--- src/rtl/writeback_stage_if.sv ---
// MEM->WB bundle: retiring-instruction fields in, register-file write port and status out.
interface writeback_stage_if #(
  parameter int WORD_W = 32,
  parameter int REG_W  = 5,
  parameter int CNT_W  = 32
) ();
  logic              wb_en;
  logic              flush;
  logic              mem_valid;
  logic              mem_writeReg;
  logic [REG_W-1:0]  mem_rw;
  logic [1:0]        mem_RWDSel;
  logic [WORD_W-1:0] mem_aluout;
  logic [WORD_W-1:0] mem_dmemload;
  logic [WORD_W-1:0] mem_PCInc;
  logic [15:0]       mem_imm16;
  logic              mem_halt;

  logic              writeReg;
  logic [REG_W-1:0]  rw;
  logic [WORD_W-1:0] dataout;
  logic              wb_valid;
  logic              halt;
  logic [CNT_W-1:0]  retired;

  modport master (
    output wb_en, flush, mem_valid, mem_writeReg, mem_rw, mem_RWDSel,
           mem_aluout, mem_dmemload, mem_PCInc, mem_imm16, mem_halt,
    input  writeReg, rw, dataout, wb_valid, halt, retired
  );

  modport slave (
    input  wb_en, flush, mem_valid, mem_writeReg, mem_rw, mem_RWDSel,
           mem_aluout, mem_dmemload, mem_PCInc, mem_imm16, mem_halt,
    output writeReg, rw, dataout, wb_valid, halt, retired
  );
endinterface

--- src/rtl/writeback_stage.sv ---
// MEM/WB pipeline register with write-back data mux, sticky halt FSM and retired counter.
module writeback_stage #(
  parameter int WORD_W = 32,
  parameter int REG_W  = 5,
  parameter int CNT_W  = 32
) (
  input  logic             CLK,
  input  logic             RST,
  writeback_stage_if.slave wb
);
  typedef enum logic {RUN, HALTED} state_e;

  state_e            state_q;
  logic              writeReg_q, writeReg_d;
  logic [REG_W-1:0]  rw_q;
  logic [WORD_W-1:0] dataout_q, dataout_d;
  logic              wb_valid_q, wb_valid_d;
  logic              halt_q;
  logic [CNT_W-1:0]  retired_q;

  always_comb begin
    dataout_d = wb.mem_aluout;
    case (wb.mem_RWDSel)
      2'b00:   dataout_d = wb.mem_aluout;
      2'b01:   dataout_d = wb.mem_dmemload;
      2'b10:   dataout_d = wb.mem_PCInc;
      default: dataout_d = WORD_W'({wb.mem_imm16, 16'h0000});
    endcase
    // Once halted nothing else retires; HALT itself never writes a register.
    wb_valid_d = wb.mem_valid & (state_q == RUN);
    writeReg_d = wb_valid_d & wb.mem_writeReg & (wb.mem_rw != '0) & ~wb.mem_halt;
  end

  always_ff @(posedge CLK or posedge RST) begin
    if (RST) begin
      state_q    <= RUN;
      writeReg_q <= 1'b0;
      rw_q       <= '0;
      dataout_q  <= '0;
      wb_valid_q <= 1'b0;
      halt_q     <= 1'b0;
      retired_q  <= '0;
    end else if (wb.flush) begin
      // Bubble: clears the write port but leaves halt state and counter alone.
      writeReg_q <= 1'b0;
      rw_q       <= '0;
      dataout_q  <= '0;
      wb_valid_q <= 1'b0;
    end else if (wb.wb_en) begin
      writeReg_q <= writeReg_d;
      rw_q       <= wb.mem_rw;
      dataout_q  <= dataout_d;
      wb_valid_q <= wb_valid_d;
      if (wb_valid_d)
        retired_q <= retired_q + CNT_W'(1);
      case (state_q)
        RUN: if (wb.mem_valid && wb.mem_halt) begin
          state_q <= HALTED;
          halt_q  <= 1'b1;
        end
        default: begin
          state_q <= HALTED;
          halt_q  <= 1'b1;
        end
      endcase
    end
  end

  assign wb.writeReg = writeReg_q;
  assign wb.rw       = rw_q;
  assign wb.dataout  = dataout_q;
  assign wb.wb_valid = wb_valid_q;
  assign wb.halt     = halt_q;
  assign wb.retired  = retired_q;
endmodule

--- src/flat_wrapper.sv ---
// flat-port wrapper written by rule: the top's interface ports become plain ports
module writeback_stage_flat 
#(
  parameter int WORD_W = 32,
  parameter int REG_W  = 5,
  parameter int CNT_W  = 32
)
  (CLK, RST, wb_wb_en, wb_flush, wb_mem_valid, wb_mem_writeReg, wb_mem_rw, wb_mem_RWDSel, wb_mem_aluout, wb_mem_dmemload, wb_mem_PCInc, wb_mem_imm16, wb_mem_halt, wb_writeReg, wb_rw, wb_dataout, wb_wb_valid, wb_halt, wb_retired);
  writeback_stage_if #(.WORD_W(WORD_W), .REG_W(REG_W), .CNT_W(CNT_W)) wb_i ();
  input  logic CLK;
  input  logic RST;
  input wire logic [$bits(wb_i.wb_en)-1:0] wb_wb_en;
  input wire logic [$bits(wb_i.flush)-1:0] wb_flush;
  input wire logic [$bits(wb_i.mem_valid)-1:0] wb_mem_valid;
  input wire logic [$bits(wb_i.mem_writeReg)-1:0] wb_mem_writeReg;
  input wire logic [$bits(wb_i.mem_rw)-1:0] wb_mem_rw;
  input wire logic [$bits(wb_i.mem_RWDSel)-1:0] wb_mem_RWDSel;
  input wire logic [$bits(wb_i.mem_aluout)-1:0] wb_mem_aluout;
  input wire logic [$bits(wb_i.mem_dmemload)-1:0] wb_mem_dmemload;
  input wire logic [$bits(wb_i.mem_PCInc)-1:0] wb_mem_PCInc;
  input wire logic [$bits(wb_i.mem_imm16)-1:0] wb_mem_imm16;
  input wire logic [$bits(wb_i.mem_halt)-1:0] wb_mem_halt;
  output wire logic [$bits(wb_i.writeReg)-1:0] wb_writeReg;
  output wire logic [$bits(wb_i.rw)-1:0] wb_rw;
  output wire logic [$bits(wb_i.dataout)-1:0] wb_dataout;
  output wire logic [$bits(wb_i.wb_valid)-1:0] wb_wb_valid;
  output wire logic [$bits(wb_i.halt)-1:0] wb_halt;
  output wire logic [$bits(wb_i.retired)-1:0] wb_retired;
  assign wb_i.wb_en = wb_wb_en;
  assign wb_i.flush = wb_flush;
  assign wb_i.mem_valid = wb_mem_valid;
  assign wb_i.mem_writeReg = wb_mem_writeReg;
  assign wb_i.mem_rw = wb_mem_rw;
  assign wb_i.mem_RWDSel = wb_mem_RWDSel;
  assign wb_i.mem_aluout = wb_mem_aluout;
  assign wb_i.mem_dmemload = wb_mem_dmemload;
  assign wb_i.mem_PCInc = wb_mem_PCInc;
  assign wb_i.mem_imm16 = wb_mem_imm16;
  assign wb_i.mem_halt = wb_mem_halt;
  assign wb_writeReg = wb_i.writeReg;
  assign wb_rw = wb_i.rw;
  assign wb_dataout = wb_i.dataout;
  assign wb_wb_valid = wb_i.wb_valid;
  assign wb_halt = wb_i.halt;
  assign wb_retired = wb_i.retired;
  writeback_stage #(.WORD_W(WORD_W), .REG_W(REG_W), .CNT_W(CNT_W)) u_core (.CLK(CLK), .RST(RST), .wb(wb_i));
endmodule
--- config.mk ---
export PLATFORM = sky130hd
export DESIGN_NAME = writeback_stage_flat
export DESIGN_NICKNAME = d
export VERILOG_FILES = /design/src/rtl/writeback_stage_if.sv /design/src/rtl/writeback_stage.sv /design/src/flat_wrapper.sv
export SDC_FILE = /design/constraint.sdc
export NUM_CORES = 1
export LEC_CHECK = 0
export ABC_AREA = 1
export BUFFER_PORTS_ARGS = -buffer_cell sky130_fd_sc_hd__buf_2
export CAP_MARGIN = 20
export CORE_MARGIN = 1.5
export CORE_UTILIZATION = 42
export DETAILED_ROUTE_END_ITERATION = 8
export PLACE_DENSITY = 0.77
export SLEW_MARGIN = 20
export SYNTH_ARGS = -nofsm -noshare
export SYNTH_HDL_FRONTEND = slang
export SYNTH_SLANG_ARGS = --single-unit
export TNS_END_PERCENT = 1
--- constraint.sdc ---
create_clock -name CLK -period 1.9 [get_ports CLK]
set_input_delay 0.095 -clock CLK [delete_from_list [all_inputs] [get_ports CLK]]
set_output_delay 0.095 -clock CLK [all_outputs]
set_load 0.1 [all_outputs]
==> out/results.tsv, run 1 <==
metric	value	unit
highest-signal-layer	met4	
setup_tns	0	ns
place_congestion	1.06	
grt_max_degree	38	
clock_sinks	73	
cp-start-kind	flip-flop	
ys_types	25	
synthToLayoutAreaGrowth	37.1	%
viasPerCell	5.16	
fin_crit	1.59	ns
grt_pass1_wl	20.7	mm
wl_met3	776	um
relSlewSlack	51.2	%
path_class	reg -> reg	
slowest_delay	0.38	ns
ioPinCount	198	
tightest_slew	0.731	ns
postRouteAntennaNets	0	
r2r_slack	0.31	ns
peakVddDrop	0.306	mV
syn_inst	523	
drt-initial-drc-count	254	
min_to	u_core.wb.dataout[21]	
grt_pass1_vias	4348	
dr_total_vias	4414	
routed-wl-met2	6.20	mm
fp-row-count	35	
cts-resized-gates	0	
cp.required	2.15	ns
numPortBuffers	197	
wl	12.7	mm
core	0.00920	sq mm
cap_viol_max_count	0	
worst_r2r_startpoint	u_core.wb.retired[0]	
wl_met1	5.26	mm
die_area	0.0100	sq mm
die_height	100	um
drive_above_1_share	33.1	%
synth_top_area_share	46.2	%
insertion_delay	0.34	ns
final.period_utilization	83.5	%
ff_latch_area	0.00183	sq mm
crit_fanout	4	
hpwl	9.73	mm
skew	0.0140	ns
min-delay-start	wb_mem_imm16[5]	
cts_tree	done	
netlist_top_cells_area	dfrtp_1, nand2_1, nand3_1	
fill_cells	863	
worst_r2r_path_depth	6	
antenna_found_initial	3	
min_path_cells	3	
crit_chain	ha_1, inv_1, nor2_1, nand3_1, nor2_1, xor2_1	
critical-path-slowest-cell	dfrtp_1	
cp_common_cell	nor2_1	
syn_nets	650	
route.detailed.drc	0	
holdCritPathClass	in -> reg	
finalSetupViolCount	0	
place_area	0.00510	sq mm
ys_ff_latch	73	
htreeDepth	3	
hold_viol	0	
cp-end-kind	flip-flop	
multi_input_area	0.00193	sq mm
reg2reg_to	u_core.wb.retired[20]	
post-cts-setup-buffers	0	
clk_pin_slew	0.07	ns
wl_per_cell	14.8	um
arrival	1.84	ns
rsz0062_at_grt	false	
post-place-ws	0.348	ns
holdWs	0.0188	ns
die_width	100	um
clock_path_buffers	2	
run_status	complete, no violations	
netlist_area	0.00395	sq mm
grtUsageTotal	26.3	%
setup_slack	0.313	ns
fmax	630	MHz
p_leak	2.94	nW
utilization	58.9	%
grt_overflow	0	
start_util	43.0	%
root_buffer	clkbuf_8	
postLayoutCellArea	0.00542	sq mm
cts_buffers	9	
syn_avg_cell_area	7.56	sq um
ctsHoldBuffers	13	
final_nets	863	
slew_violations	0	
yosys_warnings	0	
power_density	668	mW/mm^2
ys_seq_area_share	46.2	%
synth_area_leader_cell	dfrtp_1	
firstDrtPassIters	5	
[power breakdown]
part           internal (mW)  switching, mW  total, mW
Combinational          0.227          0.639      0.866
Sequential              1.60         0.0323       1.64
Clock                  0.539          0.582       1.12
Total                   2.37           1.25       3.62
[sequential cells by signal (all words and copies together) (netlist names)]
register,cells
u_core.wb.retired,32
u_core.state_q,1
u_core.wb.dataout,32
u_core.wb.halt,1
u_core.wb.rw,5
u_core.wb.wb_valid,1
u_core.wb.writeReg,1
[layer usage]
layer | track usage [%] | up-vias
met2 | 43.6 | 221
met3 | 3.55 | 39
met5 | 0 | -
met1 | 34.2 | 2037
met4 | 12.7 | 0
li1 | - | 2117
[through the flow]
| stage | power, mW | cells |
|---|---|---|
| 2_1_floorplan | 2.24 | 523 |
| 3_3_place_gp | 2.50 | 823 |
| 3_5_place_dp | 2.51 | 823 |
| 4_1_cts | 3.65 | 852 |
| 5_1_grt | 3.78 | 855 |
| 6_report | 3.62 | 855 |
[cells in the final DEF, fill, tap and decap left out]
master,count
nor3_2,2
clkinvlp_4,3
o211ai_1,16
clkinv_2,3
nor3_1,3
nor2_1,34
nor3_4,1
nor2_2,8
dfrtp_1,72
nand3b_1,7
nor2_4,4
nand2_1,206
o21ai_1,1
a21oi_1,9
nand4_1,6
a22o_1,9
dlygate4sd3_1,13
nand3_1,41
inv_2,1
buf_12,1
buf_2,197
diode_2,3
clkbuf_8,11
nand2_2,3
dfrtp_2,1
inv_1,31
xnor2_1,8
xor2_1,10
ha_1,1
o21ai_0,29
buf_4,10
[cells in the mapped netlist, drive strengths merged]
cell	count
a21oi	9
a22o	9
buf	11
clkbuf	8
dfrtp	73
ha	1
inv	33
nand2	209
nand3	41
nand3b	7
nand4	6
nor2	46
nor3	6
o211ai	16
o21ai	30
xnor2	8
xor2	10
[cell type report]
type	count	share of cell area (%)
flip-flops and latches	73	33.7
inverters	33	2.35
repair buffers	221	22.3
clock inverters	5	0.554
diodes	3	0.139
clock buffers	11	2.79
well taps	111	2.56
multi-input cells	398	35.5
[worst max path at each step]
stage	start	endpoint	depth (start not counted)
global placement	wb_mem_RWDSel[0]	u_core.wb.dataout[26]	6
floorplan	u_core.wb.retired[0]	u_core.wb.retired[22]	7
CTS	u_core.wb.retired[0]	u_core.wb.retired[20]	6
detailed placement	u_core.state_q	u_core.wb.retired[31]	7
global route	u_core.wb.retired[0]	u_core.wb.retired[28]	8
finish	u_core.wb.retired[0]	u_core.wb.retired[20]	6
[kinds of logic (layout without fill, tap and decap cells)]
kind of cell,after synthesis,after routing,synth area share (%)
simple gates,315,315,34.2
flops,73,73,46.2
compound gates,64,64,9.97
buf+inv,52,270,5.35
xor+xnor,18,18,3.99
fa+ha+maj,1,1,0.316
other cells,0,3,0
[critical path, delay by kind of cell (launching register included)]
family        cells  cell delay, ns
simple gates      3            0.68
flops             1            0.38
xor+xnor          1            0.21
fa+ha+maj         1            0.18
buf+inv           1            0.04
Note: power is estimated with default switching activity, not from simulation.
==> inputs of run 2 (changes only) <==
Clock period 1.9 ns to 1.4 ns, I/O delays scaled along.
==> out/results.tsv, run 2 (same netlist as run 1, synthesis figures left out) <==
metric	value	unit
run_status	complete, no violations	
route.detailed.drc	0	
place_area	0.00530	sq mm
final.period_utilization	98.7	%
path_class	reg -> reg	
hold_viol	0	
p_int	3.49	mW
core	0.00920	sq mm
cp.required	1.62	ns
die_height	100	um
crit_chain	inv_1, nand2_1, nor2_4, nand2_1, nor2_4, nand2_1, xnor2_1	
comb_power_share	23.0	%
grt_pass1_vias	4492	
root_buffer	clkbuf_8	
arrival	1.60	ns
peakVddDrop	0.635	mV
final_common_cell	nand2_1	
mostFrequentLayoutCells	nand2_1, buf_2, dfrtp_1	
clkPwrFrac	34.2	%
slowest_delay	0.39	ns
fp-row-count	35	
relSlewSlack	65.3	%
post-place-ws	-0.0889	ns
holdCritPathClass	in -> reg	
skew	0.0125	ns
critical-path-slowest-cell	dfrtp_1	
start_util	43.0	%
grt_max_degree	74	
final_nets	892	
grt_pass1_wl	20.5	mm
p_leak	3.12	nW
hpwl	9.62	mm
clock_sinks	73	
holdWs	0.0140	ns
cap_viol_max_count	0	
postRouteAntennaNets	0	
grtUsageTotal	25.9	%
cts_tree	done	
setup_slack	0.0182	ns
htreeDepth	3	
pwr-share-seq	42.8	%
tightest_slew	0.524	ns
numPortBuffers	197	
slew_violations	0	
crit_fanout	8	
cp-start-kind	flip-flop	
grt_overflow	0	
rsz0062_at_grt	true	
use_met2	44.3	%
cts_buffers	9	
die_area	0.0100	sq mm
firstDrtPassIters	5	
ioPinCount	198	
finalSetupViolCount	0	
switching_power	1.69	mW
die_width	100	um
dr_total_vias	4470	
gr-max-usage-layer	met2	
place_congestion	1.02	
drt-initial-drc-count	186	
power_density	899	mW/mm^2
cp-end-kind	flip-flop	
clk_pin_slew	0.07	ns
synthToLayoutAreaGrowth	45.6	%
drive_above_1_share	37.2	%
fin_crit	1.38	ns
fmax	724	MHz
power.share.switching	32.6	%
met3_usage	3.97	%
cp_common_cell	nand2_1	
wl_per_cell	14.4	um
clock_path_buffers	2	
grt_util_met1	32.3	%
antenna_found_initial	1	
postLayoutCellArea	0.00576	sq mm
viasPerCell	5.07	
insertion_delay	0.34	ns
wl	12.7	mm
[run 2: cell count changes in the layout (fill, tap and decap cells not counted), moves of 3 or more]
cell,previous run,this run
nor2_4,4,10
buf_4,10,33
nor2_2,8,13
dlygate4sd3_1,13,16
nor2_1,34,23
[run 2: critical path: cells and delay by family (launching register included)]
kind,cells,cell delay [ns]
XOR/XNOR,1,0.13
buffers and inverters,1,0.08
flip-flops,1,0.39
AND/OR/NAND/NOR,5,0.66
[run 2: what timing repair did]
item,in CTS,in global routing
endpoints found under the setup margin,19,22
hold endpoints to repair,88,0
hold buffers,16,0
pin swaps,2,8
setup buffers,0,1
resized for setup,9,17
[run 2: power by group through the flow]
stage / registers [mW] / clock network [mW] / logic (mW)
2_1_floorplan: 2.77 / 0 / 0.269
3_3_place_gp: 2.26 / 0 / 1.14
3_5_place_dp: 2.26 / 0 / 1.16
4_1_cts: 2.22 / 1.82 / 1.19
5_1_grt: 2.23 / 1.91 / 1.27
6_report: 2.22 / 1.77 / 1.19
[run 2: per-layer routing]
layer,vias up,wire (um)
met1,2075,5290
met3,40,716
met5,-,0
met4,0,397
li1,2172,-
met2,183,6270
[run 2: area by class of cell]
class / count / area, sq um
Sequential cell: 73 / 1830
Antenna cell: 1 / 2.50
Timing Repair Buffer: 250 / 1460
Clock buffer: 9 / 124
Inverter: 33 / 128
Tap cell: 111 / 139
Fill cell: 849 / 3440
Clock inverter: 6 / 83.8
Multi-Input combinational cell: 398 / 2000
[run 2: per-stage QoR]
stage | power (mW) | setup TNS (ns) | instances | utilization [%]
final | 5.18 | 0 | 881 | 62.6
after global placement | 3.40 | -0.0441 | 848 | 57.6
after detailed placement | 3.41 | -0.472 | 848 | 57.6
after CTS | 5.23 | -0.0284 | 879 | 61.9
after global routing | 5.40 | -0.771 | 881 | 62.6
after floorplan | 3.04 | -15.37 | 523 | -
[run 2: path summary, 6_finish.rpt]
kind | from | to | slack (ns) | cells after the start
worst max-delay path | u_core.state_q | u_core.wb.retired[22] | 0.02 | 7
max in group asynchronous | RST | u_core.wb.retired[1] | 0.70 | 4
worst min register to register | u_core.wb.dataout[26] | u_core.wb.dataout[26] | 0.48 | 2
worst max register to register | u_core.state_q | u_core.wb.retired[22] | 0.02 | 7
worst min-delay path | wb_mem_writeReg | u_core.wb.writeReg | 0.01 | 3
min in group asynchronous | RST | u_core.wb.dataout[11] | 0.38 | 4
==> inputs of run 3 (changes only) <==
Settings changed: PLACE_DENSITY 0.77 to 0.75.
==> out/results.tsv, run 3 (same netlist as run 1, synthesis figures left out) <==
metric	value	unit
ioPinCount	198	
worst_r2r_path_depth	7	
cp.required	1.62	ns
core	0.00920	sq mm
holdCritPathClass	in -> reg	
slew_violations	0	
path_class	reg -> reg	
worst_r2r_startpoint	u_core.state_q	
final.period_utilization	102	%
numPortBuffers	197	
finalSetupViolCount	1	
crit_family	simple AND/OR/NAND/NOR gates	
cap_viol_max_count	0	
fill_cells	781	
firstDrtPassIters	5	
post-place-ws	-0.129	ns
fmax	698	MHz
final_common_cell	nand2_1	
hold_viol	0	
grt_max_degree	74	
grt_pass1_wl	20.6	mm
die_height	100	um
fin_crit	1.43	ns
mostFrequentLayoutCells	nand2_1, buf_2, dfrtp_1	
peakVddDrop	0.402	mV
utilization	64.7	%
wl_per_cell	14.6	um
total_power	5.32	mW
die_width	100	um
place_congestion	0.902	
crit_fanout	8	
synthToLayoutAreaGrowth	50.5	%
holdWs	0.00665	ns
clock_path_buffers	2	
rsz0062_at_grt	true	
grt_overflow	0	
antenna_found_initial	0	
insertion_delay	0.35	ns
cts_tree	done	
setup_slack	-0.0321	ns
wl	12.9	mm
crit_path_start	u_core.state_q	
worstSetupEndpoint	u_core.wb.retired[22]	
power_density	894	mW/mm^2
run_status	finished, violations left	
skew	0.0188	ns
clock_sinks	73	
start_util	43.0	%
htreeDepth	3	
crit_chain	inv_1, nand2_1, nor2_4, nand2_2, nor2_4, nand2_2, xnor2_2	
critical-path-slowest-cell	dfrtp_1	
p_leak	3.17	nW
r2r_slack	-0.03	ns
reg2reg_to	u_core.wb.retired[22]	
cts_buffers	9	
route.detailed.drc	0	
final_nets	897	
failed_checks	negative setup slack	
drt-initial-drc-count	208	
postRouteAntennaNets	0	
relSlewSlack	65.3	%
grt_pass1_vias	4500	
cp-start-kind	flip-flop	
die_area	0.0100	sq mm
fp-row-count	35	
antennaDiodeCount	0	
slowest_delay	0.40	ns
tightest_slew	0.524	ns
clk_pin_slew	0.07	ns
dr_total_vias	4536	
grtUsageTotal	26.1	%
root_buffer	clkbuf_8	
dp_cells	846	
drive_above_1_share	39.4	%
cp.depth	7	
hpwl	9.49	mm
worstPathBufferInverterCount	1	
arrival	1.66	ns
viasPerCell	5.12	
finalNonFillerCells	886	
cp-end-kind	flip-flop	
-- run 3: cell types whose count changed in the layout (fill, tap and decap cells not counted), moves of 4 or more --
| cell | previous run | this run |
|---|---|---|
| nor2_4 | 10 | 16 |
| buf_2 | 197 | 190 |
| clkbuf_4 | 0 | 5 |
| nand2_1 | 204 | 197 |
| nor2_2 | 13 | 9 |
| nand2_2 | 4 | 11 |
| buf_4 | 33 | 39 |
-- run 3: worst register-to-register path: cells and delay by family (launching register included) --
family                    cells  cell delay, ns
xor gates and xnor gates      1            0.14
DFF                           1            0.40
and+or+nand+nor               5            0.72
buffers and inverters         1            0.08
-- run 3: layout make-up --
class                           count  area (sq um)  share of cell area, %
Sequential cell                    73          1830                   30.8
Inverter                           33           128                   2.14
Clock buffer                       12           155                   2.61
Tap cell                          111           139                   2.33
Multi-Input combinational cell    398          2090                   35.2
Timing Repair Buffer              255          1530                   25.7
Clock inverter                      4          73.8                   1.24
-- run 3: routing by layer --
layer,wire length (um),track usage (%),vias up
met4,479,12.1,0
met3,781,4.94,46
li1,-,-,2183
met2,6410,45.4,216
met1,5250,31.3,2091
met5,0,0,-
-- run 3: worst min-delay path by stage --
stage / cells after the start / end / start
after floorplan: 1 / u_core.wb.rw[2] / wb_mem_rw[2]
after global placement: 3 / u_core.wb.dataout[4] / RST
after detailed placement: 3 / u_core.wb.dataout[7] / RST
after CTS: 3 / u_core.wb.dataout[25] / wb_mem_imm16[9]
after global routing: 3 / u_core.wb.dataout[25] / wb_mem_imm16[9]
final: 3 / u_core.wb.dataout[26] / wb_mem_imm16[10]
-- run 3: what timing repair did --
action,CTS,global route
setup buffers,0,7
hold buffers,17,0
pin swaps,1,11
resized for setup,9,45
endpoints found under the hold margin,89,0
endpoints found under the setup margin,11,25
-- run 3: metrics by stage --
step / area [sq um] / TNS [ns]
global placement: 5310 / -0.108
global route: 5950 / -0.779
detailed placement: 5310 / -0.673
finish: 5950 / -0.0321
floorplan: 3960 / -15.37
CTS: 5740 / 0
-- run 3: power by group --
| part | internal (mW) | leakage, nW | switching (mW) |
|---|---|---|---|
| logic | 0.332 | 2.09 | 0.871 |
| clock network | 1.11 | 0.117 | 0.787 |
| registers | 2.18 | 0.963 | 0.0447 |
| total | 3.61 | 3.17 | 1.70 |
